`src/rtl/demux_pkg.sv`:
```
// rtl/demux_pkg.sv - shared constants and types for the 1-to-4 stream demultiplexer
package demux_pkg;

    localparam int CHANNELS = 4;

    typedef logic [1:0] chan_sel_t;
    typedef logic [1:0] slot_count_t;

endpackage

```
`src/rtl/demultiplexer4_stream_if.sv`:
```
// rtl/demultiplexer4_stream_if.sv - input stream, four output channels and their handshakes
interface demultiplexer4_stream_if #(
    parameter int WIDTH = 32
);
    import demux_pkg::*;

    logic                in_valid;
    logic                in_ready;
    logic [WIDTH-1:0]    in_data;
    chan_sel_t           in_sel;
    logic [CHANNELS-1:0] out_valid;
    logic [CHANNELS-1:0] out_ready;
    logic [WIDTH-1:0]    out_data0;
    logic [WIDTH-1:0]    out_data1;
    logic [WIDTH-1:0]    out_data2;
    logic [WIDTH-1:0]    out_data3;

    modport slave (
        input  in_valid, in_data, in_sel, out_ready,
        output in_ready, out_valid, out_data0, out_data1, out_data2, out_data3
    );

    modport master (
        output in_valid, in_data, in_sel, out_ready,
        input  in_ready, out_valid, out_data0, out_data1, out_data2, out_data3
    );

endinterface

```
`src/rtl/demux_slot.sv`:
```
// rtl/demux_slot.sv - one channel's storage; two-entry skid slot when DEMUX4_STREAM_SKID_EN is defined
module demux_slot
    import demux_pkg::*;
#(
    parameter int WIDTH = 32
) (
    input  logic             clock,
    input  logic             reset_n,
    input  logic             push,
    input  logic [WIDTH-1:0] push_data,
    input  logic             pop_ready,
    output logic             pop_valid,
    output logic [WIDTH-1:0] pop_data,
    output logic             can_push
);

    logic pop;
    assign pop = pop_valid && pop_ready;

`ifdef DEMUX4_STREAM_SKID_EN
    slot_count_t      count;
    logic [WIDTH-1:0] head;
    logic [WIDTH-1:0] tail;

    always_ff @(posedge clock or negedge reset_n) begin
        if (!reset_n) begin
            count <= '0;
            head  <= '0;
            tail  <= '0;
        end else begin
            case ({push, pop})
                2'b10: begin
                    if (count == 2'd0) head <= push_data;
                    else               tail <= push_data;
                    count <= count + 2'd1;
                end
                2'b01: begin
                    head  <= tail;
                    count <= count - 2'd1;
                end
                2'b11: begin
                    // occupancy stays put; the head is replaced by whichever word is next in line
                    if (count == 2'd1) begin
                        head <= push_data;
                    end else begin
                        head <= tail;
                        tail <= push_data;
                    end
                end
                default: ;
            endcase
        end
    end

    assign pop_valid = (count != 2'd0);
    assign pop_data  = head;
    assign can_push  = (count != 2'd2);
`else
    logic             full;
    logic [WIDTH-1:0] head;

    always_ff @(posedge clock or negedge reset_n) begin
        if (!reset_n) begin
            full <= 1'b0;
            head <= '0;
        end else begin
            if (push) begin
                head <= push_data;
                full <= 1'b1;
            end else if (pop) begin
                full <= 1'b0;
            end
        end
    end

    assign pop_valid = full;
    assign pop_data  = head;
    // a full slot can still take a word in the same cycle its consumer drains it
    assign can_push  = !full || pop_ready;
`endif

endmodule

```
`src/rtl/demultiplexer4_stream.sv`:
```
// rtl/demultiplexer4_stream.sv - registered 1-to-4 stream demux; DEMUX4_STREAM_SKID_EN selects two-deep slots
module demultiplexer4_stream
    import demux_pkg::*;
#(
    parameter int WIDTH = 32
) (
    input  logic                    clock,
    input  logic                    reset_n,
    demultiplexer4_stream_if.slave  bus
);

    logic [CHANNELS-1:0] push;
    logic [CHANNELS-1:0] slot_ready;
    logic [CHANNELS-1:0] slot_valid;
    logic [WIDTH-1:0]    slot_data [CHANNELS];

    // held low during reset so nothing is accepted while the slots are being cleared
    assign bus.in_ready = reset_n && slot_ready[bus.in_sel];

    for (genvar i = 0; i < CHANNELS; i++) begin : g_slot
        assign push[i] = bus.in_valid && bus.in_ready && (bus.in_sel == chan_sel_t'(i));

        demux_slot #(
            .WIDTH (WIDTH)
        ) u_slot (
            .clock     (clock),
            .reset_n   (reset_n),
            .push      (push[i]),
            .push_data (bus.in_data),
            .pop_ready (bus.out_ready[i]),
            .pop_valid (slot_valid[i]),
            .pop_data  (slot_data[i]),
            .can_push  (slot_ready[i])
        );
    end

    assign bus.out_valid = slot_valid;
    assign bus.out_data0 = slot_data[0];
    assign bus.out_data1 = slot_data[1];
    assign bus.out_data2 = slot_data[2];
    assign bus.out_data3 = slot_data[3];

endmodule

```
`src/flat_wrapper.sv`:
```
// flat-port wrapper written by rule: the top's interface ports become plain ports
module demultiplexer4_stream_flat import demux_pkg::*;
#(
    parameter int WIDTH = 32
)
  (clock, reset_n, bus_in_valid, bus_in_data, bus_in_sel, bus_out_ready, bus_in_ready, bus_out_valid, bus_out_data0, bus_out_data1, bus_out_data2, bus_out_data3);
  demultiplexer4_stream_if #(.WIDTH(WIDTH)) bus_i ();
  input  logic clock;
  input  logic reset_n;
  input wire logic [$bits(bus_i.in_valid)-1:0] bus_in_valid;
  input wire logic [$bits(bus_i.in_data)-1:0] bus_in_data;
  input wire logic [$bits(bus_i.in_sel)-1:0] bus_in_sel;
  input wire logic [$bits(bus_i.out_ready)-1:0] bus_out_ready;
  output wire logic [$bits(bus_i.in_ready)-1:0] bus_in_ready;
  output wire logic [$bits(bus_i.out_valid)-1:0] bus_out_valid;
  output wire logic [$bits(bus_i.out_data0)-1:0] bus_out_data0;
  output wire logic [$bits(bus_i.out_data1)-1:0] bus_out_data1;
  output wire logic [$bits(bus_i.out_data2)-1:0] bus_out_data2;
  output wire logic [$bits(bus_i.out_data3)-1:0] bus_out_data3;
  assign bus_i.in_valid = bus_in_valid;
  assign bus_i.in_data = bus_in_data;
  assign bus_i.in_sel = bus_in_sel;
  assign bus_i.out_ready = bus_out_ready;
  assign bus_in_ready = bus_i.in_ready;
  assign bus_out_valid = bus_i.out_valid;
  assign bus_out_data0 = bus_i.out_data0;
  assign bus_out_data1 = bus_i.out_data1;
  assign bus_out_data2 = bus_i.out_data2;
  assign bus_out_data3 = bus_i.out_data3;
  demultiplexer4_stream #(.WIDTH(WIDTH)) u_core (.clock(clock), .reset_n(reset_n), .bus(bus_i));
endmodule
```
`config.mk`:
```
export PLATFORM = sky130hd
export DESIGN_NAME = demultiplexer4_stream_flat
export DESIGN_NICKNAME = d
export VERILOG_FILES = /design/src/rtl/demux_pkg.sv /design/src/rtl/demultiplexer4_stream_if.sv /design/src/rtl/demux_slot.sv /design/src/rtl/demultiplexer4_stream.sv /design/src/flat_wrapper.sv
export SDC_FILE = /design/constraint.sdc
export NUM_CORES = 1
export LEC_CHECK = 0
export BUFFER_PORTS_ARGS = -buffer_cell sky130_fd_sc_hd__buf_4
export CAP_MARGIN = 0
export CELL_PAD_IN_SITES_DETAIL_PLACEMENT = 0
export CELL_PAD_IN_SITES_GLOBAL_PLACEMENT = 1
export CORE_MARGIN = 8
export CORE_UTILIZATION = 43
export CTS_CLUSTER_DIAMETER = 200
export CTS_CLUSTER_SIZE = 8
export DETAILED_ROUTE_END_ITERATION = 7
export GPL_TIMING_DRIVEN = 0
export PLACE_DENSITY_LB_ADDON = 0.15
export SYNTH_ARGS = -nofsm -noshare
export SYNTH_HDL_FRONTEND = slang
export SYNTH_SLANG_ARGS = --single-unit
```
`constraint.sdc`:
```
create_clock -name clock -period 3.8 [get_ports clock]
set_input_delay 0.19 -clock clock [delete_from_list [all_inputs] [get_ports clock]]
set_output_delay 0.19 -clock clock [all_outputs]
set_load 0.01 [all_outputs]
```
Yosys cells after proc, flatten, opt, wreduce, memory -nomap -nowiden
Index checks and enable logic that the tools add are counted.
Widths: inputs -> output; s select.
{"block": "word_totals", "regBits": 132, "latchBits": 0, "ramBits": 0, "mem_bits_ro": 0, "in_bits": 41, "out_inout_bits": 133, "elab_cells": 45, "n_memories": 0}
{"block": "op_classes", "add_sub_neg": 0, "multipliers": 0, "div_mod_pow": 0, "n_lt_le_gt_ge": 1, "eq_ne": 3, "shifts": 0, "mux": 10, "bitwise_logic": 0, "reduce_logical": 23}
{"cell": "$logic_and 1x1->1", "n": 10}
{"cell": "$mux 1", "n": 9}
{"cell": "$reduce_bool 2->1", "n": 4}
{"cell": "$eq 2x2->1 const B", "n": 2}
{"cell": "$logic_not 1->1", "n": 4}
{"cell": "$logic_or 1x1->1", "n": 4}
{"cell": "$lt 2x3->1 const B", "n": 1}
{"cell": "$bmux 1 s2", "n": 1}
{"cell": "$eq 2x1->1 const B", "n": 1}
{"cell": "$logic_not 2->1", "n": 1}

Longest topological paths before layout
Gate-level depths: netlist (run 1).
{"block": "depth", "depth_word": 8, "mapped_depth": 5, "depth_no_buf": 3}

Modules after synthesis
A second synthesis (run 1) with hierarchy kept.
{"block": "unflattened", "cells_unflattened": 294, "area_unflattened_um2": 5585.4}
{"mod": "demux_slot", "n_inst": 4, "cells_each": 71, "area_per_inst_um2": 1378.8, "seq_area_each_um2": 825.8}
{"mod": "demultiplexer4_stream", "n_inst": 1, "cells_each": 10, "area_per_inst_um2": 70.1, "seq_area_each_um2": 0.0}

Worst setup path before layout (run 1)
No wires, ideal clock.
{"block": "synth_timing", "kind": "reg2reg", "start": "reg u_core.g_slot[2].u_slot.full", "end": "reg u_core.g_slot[2].u_slot.head[10]", "setup_time_ns": 0.125, "arrival_ns": 1.251, "t_required_ns": 3.675, "slack_ns": 2.425, "path_stages_with_launch": 5, "n_path_buf": 1, "period_less_slack_ns": 1.375, "cell_sequence": "dfrtp_1 -> nand2b_1 -> nor3b_4 -> buf_6 -> mux2_2"}
{"block": "synth_via", "elab_chain_len": 7}
{"element": "start, declared", "line": "demux_slot.sv:59", "rtl": "logic full;"}
{"element": "start signal, assigned", "line": "demux_slot.sv:64", "rtl": "full <= 1'b0;"}
{"element": "start signal, assigned", "line": "demux_slot.sv:69", "rtl": "full <= 1'b1;"}
{"element": "start signal, assigned", "line": "demux_slot.sv:71", "rtl": "full <= 1'b0;"}
{"element": "$logic_not 1->1", "line": "demux_slot.sv:79", "rtl": "assign can_push = !full || pop_ready;"}
{"element": "$logic_or 1x1->1", "line": "demux_slot.sv:79"}
{"element": "$bmux 1 s2", "line": "demultiplexer4_stream.sv:18", "rtl": "assign bus.in_ready = reset_n && slot_ready[bus.in_sel];"}
{"element": "$mux 1 (not written as such)", "line": "demultiplexer4_stream.sv:18"}
{"element": "$logic_and 1x1->1", "line": "demultiplexer4_stream.sv:18"}
{"element": "$logic_and 1x1->1 (2 in a row)", "line": "demultiplexer4_stream.sv:21", "rtl": "assign push[i] = bus.in_valid && bus.in_ready && (bus.in_sel == chan_sel_t'(i));"}
{"element": "end signal, assigned", "line": "demux_slot.sv:68", "rtl": "head <= push_data;"}
{"element": "end, declared", "line": "demux_slot.sv:60", "rtl": "logic [WIDTH-1:0] head;"}
Every way passes these cells. The select of a mux whose other input is x is not followed.
A chain may end at the register's enable or synchronous reset.

Worst setup path in the final report (run 1)
{"block": "layout_timing", "start": "in reset_n", "end": "reg u_core.g_slot[2].u_slot.head[22]"}
{"block": "layout_via", "elab_chain_len": 3}
{"element": "start, declared", "line": "flat_wrapper.sv:9", "rtl": "input logic reset_n;"}
{"element": "$logic_and 1x1->1", "line": "demultiplexer4_stream.sv:18"}
{"element": "$logic_and 1x1->1 (2 in a row)", "line": "demultiplexer4_stream.sv:21"}
Every way passes these cells.

==> reports/metrics.csv, run 1 <==
metric,value,unit
antenna_found_initial,0,
setup_viol,0,
fin_crit_sh,0.671,
grt_overflow,0,
cts_resized,0,
cp_data_required_time,4.09,ns
port_buffers,172,
cts_setup_buffers,0,
max_freq,392,MHz
worstPathArrival,2.84,ns
initial_core_util,0.441,
synthesis.area,5050,um2
clockBufferDepth,2,
synth_cell_type_count,22,
clk_latency,0.40,ns
ff2ff_setup_slack,2.21,ns
layout_setup_ws,1.25,ns
wirelength,12.2,mm
wl_met3,1.13,mm
drc,0,
path_buf_inv,4,
grt_max_degree,73,
crit_family,buffers and inverters,
cp_num_cells,7,
status,"finished, final reports clean",
path_common_cell,buf_6,
vias,3167,
place_congestion,0.705,
startpoint_type,input port,
post-route-min-period,2.55,ns
synth_seq_cells,132,
synth_cells,298,
worstRegToRegCells,4,
layoutNonFillerInstCount,646,
htree_levels,4,
worst_pin_slew,0.609,ns
dpl.hpwl,9.04,mm
syn-num-nets,339,
wl_met1,4.93,mm
timing.rr.start,u_core.g_slot[2].u_slot.pop_valid,
slowest_delay,0.54,ns
grt.total_usage,0.161,
slew_viol_final,0,
num_rows,39,
wl_met2,5.97,mm
p_per_area,632,nW/um2
cts_tree,yes,
synthToLayoutAreaGrowth,41.3,%
leakage,0.00342,uW
route.top_layer_used,met4,
finalNetCount,533,
clk_pin_slew,0.05,ns
ioPinCount,174,
diodes,0,
grt_pass1_vias,3561,
r2r_end,u_core.g_slot[2].u_slot.pop_data[22],
critPathCapture,u_core.g_slot[2].u_slot.pop_data[22],
fin_util,0.623,
drt-initial-drc-count,154,
hp-class,input port to flop,
worstPathCellList,dlygate4sd3_1 -> buf_6 -> buf_16 -> nand3_1 -> nor3b_4 -> buf_6 -> mux2_2,
core_area,11500,um2
relSlewSlack,0.594,
hold_violations,0,
skew,0.00464,ns
hp-start,bus_in_sel[0],
dieArea,15500,um2
fp.dieW,124,um
viasPerCell,4.90,
fp.dieH,124,um
yosys_warnings,0,
syn_avg_cell_area,17.0,um2
dr.pass1.iters,4,
ir_worst_vdd,0.000340,V
path_class,input port to flop,
ant_nets,0,
cts.sink_count,132,
endpoint_kind,flop,
dpl.cell_count,614,
wl_per_cell,18.9,um
cp-startpoint,reset_n,
grt_pass1_wl,19.7,mm
fin_setup_tns,0,ns
dpl_worst_slack,1.30,ns
numCtsBuffers,17,
cap_violations,0,
path_max_fanout,72,
drive_above_1_share,0.686,
rsz0062_at_grt,no,
clockRootBuffer,clkbuf_16,
yosysSeqAreaShare,0.653,
cp_slowest_cell,dlygate4sd3_1,
-- per-stage QoR --
| step | hold slack [ns] | total power [uW] | area (um2) |
|---|---|---|---|
| after floorplan | -0.106 | 2340 | 5050 |
| after global placement | 0.404 | 2990 | 6530 |
| after detailed placement | 0.225 | 3030 | 6560 |
| after CTS | 0.0103 | 4580 | 7140 |
| after global routing | 0.0213 | 4730 | 7140 |
| final | 0.0284 | 4510 | 7140 |
-- layout by cell type, fill, tap and decap left out, types with 2 or more instances in the layout --
| cell | synthesis | layout |
|---|---|---|
| buf_2 | 3 | 3 |
| buf_4 | 4 | 175 |
| buf_6 | 10 | 11 |
| clkbuf_1 | 0 | 3 |
| clkbuf_16 | 0 | 17 |
| clkbuf_8 | 0 | 6 |
| clkinv_2 | 0 | 3 |
| dfrtp_1 | 132 | 132 |
| dlygate4sd3_1 | 0 | 2 |
| inv_1 | 2 | 2 |
| mux2_1 | 4 | 4 |
| mux2_2 | 124 | 124 |
| nand2_1 | 2 | 2 |
| nand2b_1 | 3 | 3 |
| o21ai_0 | 2 | 2 |
-- flip-flops by register name, indices dropped and copies added (netlist names) --
name	cells
u_core.g_slot.u_slot.pop_valid	4
u_core.g_slot.u_slot.pop_data	128
-- where the power goes --
part	leakage [uW]	switching [uW]	internal, uW	total [uW]
sequential	0.00159	163	1720	1880
combinational	0.00154	453	644	1100
clock	0.000282	537	993	1530
-- synth_stat cells --
cell type,n,area [um2]
buf_4,4,30.0
inv_1,2,7.51
o311ai_0,1,8.76
buf_2,3,15.0
mux2_1,4,45.0
and3_1,1,6.26
buf_6,10,113
nor3b_4,1,18.8
a21oi_1,1,5.00
or4bb_1,1,11.3
o21ai_0,2,10.0
a21oi_2,1,8.76
nor2_1,1,3.75
nand2b_1,3,18.8
nand3_2,1,10.0
mux2_2,124,1400
nand4b_1,1,8.76
nand3_1,1,5.00
mux2i_1,1,10.0
nand2_1,2,7.51
nand4_2,1,12.5
dfrtp_1,132,3300
-- worst min path at each step --
stage	cells past startpoint	slack [ns]	endpoint
4_1_cts	2	0.01	u_core.g_slot[2].u_slot.pop_valid
5_1_grt	2	0.02	u_core.g_slot[2].u_slot.pop_valid
3_5_place_dp	1	0.22	u_core.g_slot[2].u_slot.pop_data[4]
2_1_floorplan	0	-0.11	u_core.g_slot[0].u_slot.pop_data[0]
3_3_place_gp	2	0.40	u_core.g_slot[1].u_slot.pop_valid
6_report	2	0.03	u_core.g_slot[2].u_slot.pop_valid
-- routing by layer --
metal / global-route usage / vias up
li1: - / 1448
met1: 0.184 / 1584
met2: 0.254 / 116
met3: 0.0791 / 19
met4: 0.0638 / 0
met5: 0 / -
-- repair_timing --
| item | in CTS | in global routing |
|---|---|---|
| setup endpoints to repair | 0 | 0 |
| hold buffers | 2 | 0 |
| endpoints found under the hold margin | 66 | 0 |
-- logic make-up after synthesis --
family | synth area share
DFF | 0.653
buffers and inverters | 0.0327
and+or+nand+nor | 0.0203
AOI/OAI and AO/OA | 0.00644
muxes | 0.287
-- cell type report --
type	instances	area (um2)
fill	914	4330
sequential	132	3300
multi-input combinational	147	1590
timing repair buffer	175	1340
clock buffer	26	519
tap	143	179
buffer	17	158
clock inverter	4	45.0
inverter	2	7.51
No activity file was read; power rests on OpenSTA's default activity.
==> run 2: changes to the inputs <==
- ABC_AREA: unset -> 1
- CORE_UTILIZATION: 43 -> 34
- clock period: 3.8 -> 2.1 ns (I/O delays scaled with it)
==> reports/metrics.csv, run 2 <==
metric,value,unit,change
status,"finished, final reports clean",,unchanged
post-route-min-period,1.89,ns,
cts_resized,0,,unchanged
r2r_end,u_core.g_slot[2].u_slot.pop_data[3],,was u_core.g_slot[2].u_slot.pop_data[22]
max_freq,529,MHz,
drive_above_1_share,0.285,,was 0.686
timing.rr.start,u_core.g_slot[1].u_slot.pop_valid,,was u_core.g_slot[2].u_slot.pop_valid
vias,5272,,was 3167
drc,0,,unchanged
cp_data_required_time,2.00,ns,was 4.09 ns
p_seq_frac,0.409,,was 0.417
worstRegToRegCells,7,,was 4
viasPerCell,4.94,,was 4.90
layout_setup_ws,0.208,ns,was 1.25 ns
layoutNonFillerInstCount,1068,,was 646
p_per_area,1020,nW/um2,was 632 nW/um2
numCtsBuffers,17,,unchanged
place_congestion,0.770,,was 0.705
synth_cells,610,,was 298
synth_top_area_frac,0.596,,was 0.653
synth_seq_cells,132,,unchanged
mostFrequentLayoutCells,"266 x nand2_1, 186 x buf_4, 132 x dfrtp_1",,"was 175 x buf_4, 132 x dfrtp_1, 124 x mux2_2"
synthTopCellsByCount,"266 x nand2_1, 132 x dfrtp_1, 128 x nand4_1",,"was 132 x dfrtp_1, 124 x mux2_2, 10 x buf_6"
setup_viol,0,,unchanged
fp.dieH,144,um,was 124 um
dr.pass1.iters,7,,was 4
drt-initial-drc-count,304,,was 154
ir_worst_vdd,0.000542,V,was 0.000340 V
worstPathArrival,1.79,ns,was 2.84 ns
skew,0.00921,ns,was 0.00464 ns
ff2ff_setup_slack,0.36,ns,was 2.21 ns
yosysMostFrequentCell,nand2_1,,was dfrtp_1
dpl_worst_slack,-0.116,ns,was 1.30 ns
synth_cell_type_count,15,,was 22
placed_area,7140,um2,was 6560 um2
comb_power_share,0.246,,was 0.243
hp-class,input port to flop,,unchanged
cap_violations,0,,unchanged
path_class,input port to primary output,,was input port to flop
clockBufferDepth,2,,unchanged
diodes,0,,unchanged
synth_edf_count,0,,unchanged
startpoint_type,input port,,unchanged
ys_async_sr_fraction,1.00,,unchanged
grt_overflow,0,,unchanged
ant_nets,0,,unchanged
hold_end,u_core.g_slot[1].u_slot.pop_data[31],,was u_core.g_slot[2].u_slot.pop_valid
largest_register_ffs,128,,unchanged
fin_util,0.509,,was 0.623
finalNetCount,882,,was 533
endpoint_kind,primary output,,was flop
worst_pin_slew,0.681,ns,was 0.609 ns
clk_latency,0.42,ns,was 0.40 ns
hold_violations,0,,unchanged
fp.dieW,144,um,was 124 um
synthToLayoutAreaGrowth,46.5,%,was 41.3%
initial_core_util,0.348,,was 0.441
synth_top_cell_by_area,dfrtp_1,,unchanged
grt.total_usage,0.202,,was 0.161
htree_levels,4,,unchanged
layout_commonest_cell,nand2_1,,was buf_4
hp-start,bus_in_sel[1],,was bus_in_sel[0]
relSlewSlack,0.546,,was 0.594
clk_pin_slew,0.05,ns,about the same
port_buffers,172,,unchanged
dpl.cell_count,999,,was 614
syn_avg_cell_area,9.09,um2,was 17.0 um2
grt_pass1_wl,31.4,mm,was 19.7 mm
clockRootBuffer,clkbuf_16,,unchanged
synth_area_leaders,"dfrtp_1 60%, nand2_1 18%, nand4_1 14%",,"was dfrtp_1 65%, mux2_2 28%, buf_6 2.2%"
slew_viol_final,0,,unchanged
grt_pass1_vias,5464,,was 3561
rsz0062_at_grt,no,,unchanged
grt_max_degree,82,,was 73
p_int,5870,uW,was 3360 uW
dpl.hpwl,14.5,mm,was 9.04 mm
wl_per_cell,19.2,um,was 18.9 um
design_area,8120,um2,was 7140 um2
wirelength,20.5,mm,was 12.2 mm
hold_path_depth,4,,was 2
syn-num-nets,651,,was 339
cts.sink_count,132,,unchanged
dieArea,20700,um2,was 15500 um2
fin_crit_sh,0.901,,
yosysSeqAreaShare,0.596,,was 0.653
yosys_warnings,0,,unchanged
clock_power_share,0.345,,was 0.339
path_max_fanout,41,,was 72
ioPinCount,174,,unchanged
hold_ws,0.0713,ns,was 0.0284 ns
cts_tree,yes,,unchanged
antenna_found_initial,0,,unchanged
p_sw_frac,0.294,,was 0.256
synthesis.area,5550,um2,was 5050 um2
num_rows,46,,was 39
synth_flop_cell,dfrtp_1,,unchanged
p_switching,2440,uW,was 1150 uW
core_area,15900,um2,was 11500 um2
leakage,0.00431,uW,was 0.00342 uW
==> run 2: metrics by stage <==
stage / power [uW] / setup TNS (ns)
floorplan: 4170 / 0
global placement: 5400 / -71.24
detailed placement: 5450 / -5.03
CTS: 8400 / 0
global route: 8750 / 0
finish: 8310 / 0
==> run 2: worst max path at each step <==
stage                                            startpoint                                    to  cells past startpoint
after floorplan           u_core.g_slot[3].u_slot.pop_valid  u_core.g_slot[0].u_slot.pop_data[10]                      7
final                                               reset_n                          bus_in_ready                      7
after global routing                                reset_n                          bus_in_ready                      7
after CTS                                           reset_n                          bus_in_ready                      7
after detailed placement                            reset_n   u_core.g_slot[2].u_slot.pop_data[3]                      8
after global placement                              reset_n  u_core.g_slot[2].u_slot.pop_data[11]                      7
==> run 2: layout make-up <==
type / count / area, um2
well taps: 216 / 270
flip-flops and latches: 132 / 3300
multi-input cells: 413 / 1920
fillers: 1510 / 7820
repair buffers: 212 / 1750
plain buffers: 57 / 290
clock inverters: 5 / 75.1
inverters: 8 / 30.0
clock buffers: 25 / 485
==> run 2: cells by family after synthesis <==
logic type	after synthesis	share of synthesized area
simple gates	411	0.345
flops	132	0.596
buf+inv	65	0.0578
compound gates	2	0.00181
==> run 2: per-layer routing <==
metal  wire length, um  global-route usage  vias to the layer above
li1                  -                   -                     2526
met5                 0                   0                        -
met2              9800               0.325                      165
met4               182              0.0504                        0
met1              9060               0.260                     2563
met3              1430              0.0597                       18
==> run 2: critical path, stage by stage <==
cell and delay (ns):
dlygate4sd3_1 0.54, buf_6 0.15, buf_16 0.22, nand3_1 0.11
nor2_1 0.15, buf_2 0.29, buf_4 0.17
==> run 2: power by group through the flow <==
stage / clock, uW / combinational [uW] / sequential, uW
floorplan: 0 / 554 / 3610
global placement: 0 / 1980 / 3420
detailed placement: 0 / 2020 / 3430
CTS: 2910 / 2080 / 3400
global route: 3030 / 2260 / 3460
finish: 2870 / 2040 / 3400
==> run 2: timing repair <==
| item | 4_1_cts | 5_1_grt |
|---|---|---|
| buffers inserted | 0 | 0 |
| setup endpoints to repair | 0 | 1 |
| hold endpoints to repair | 179 | 0 |
| hold buffers | 38 | 0 |
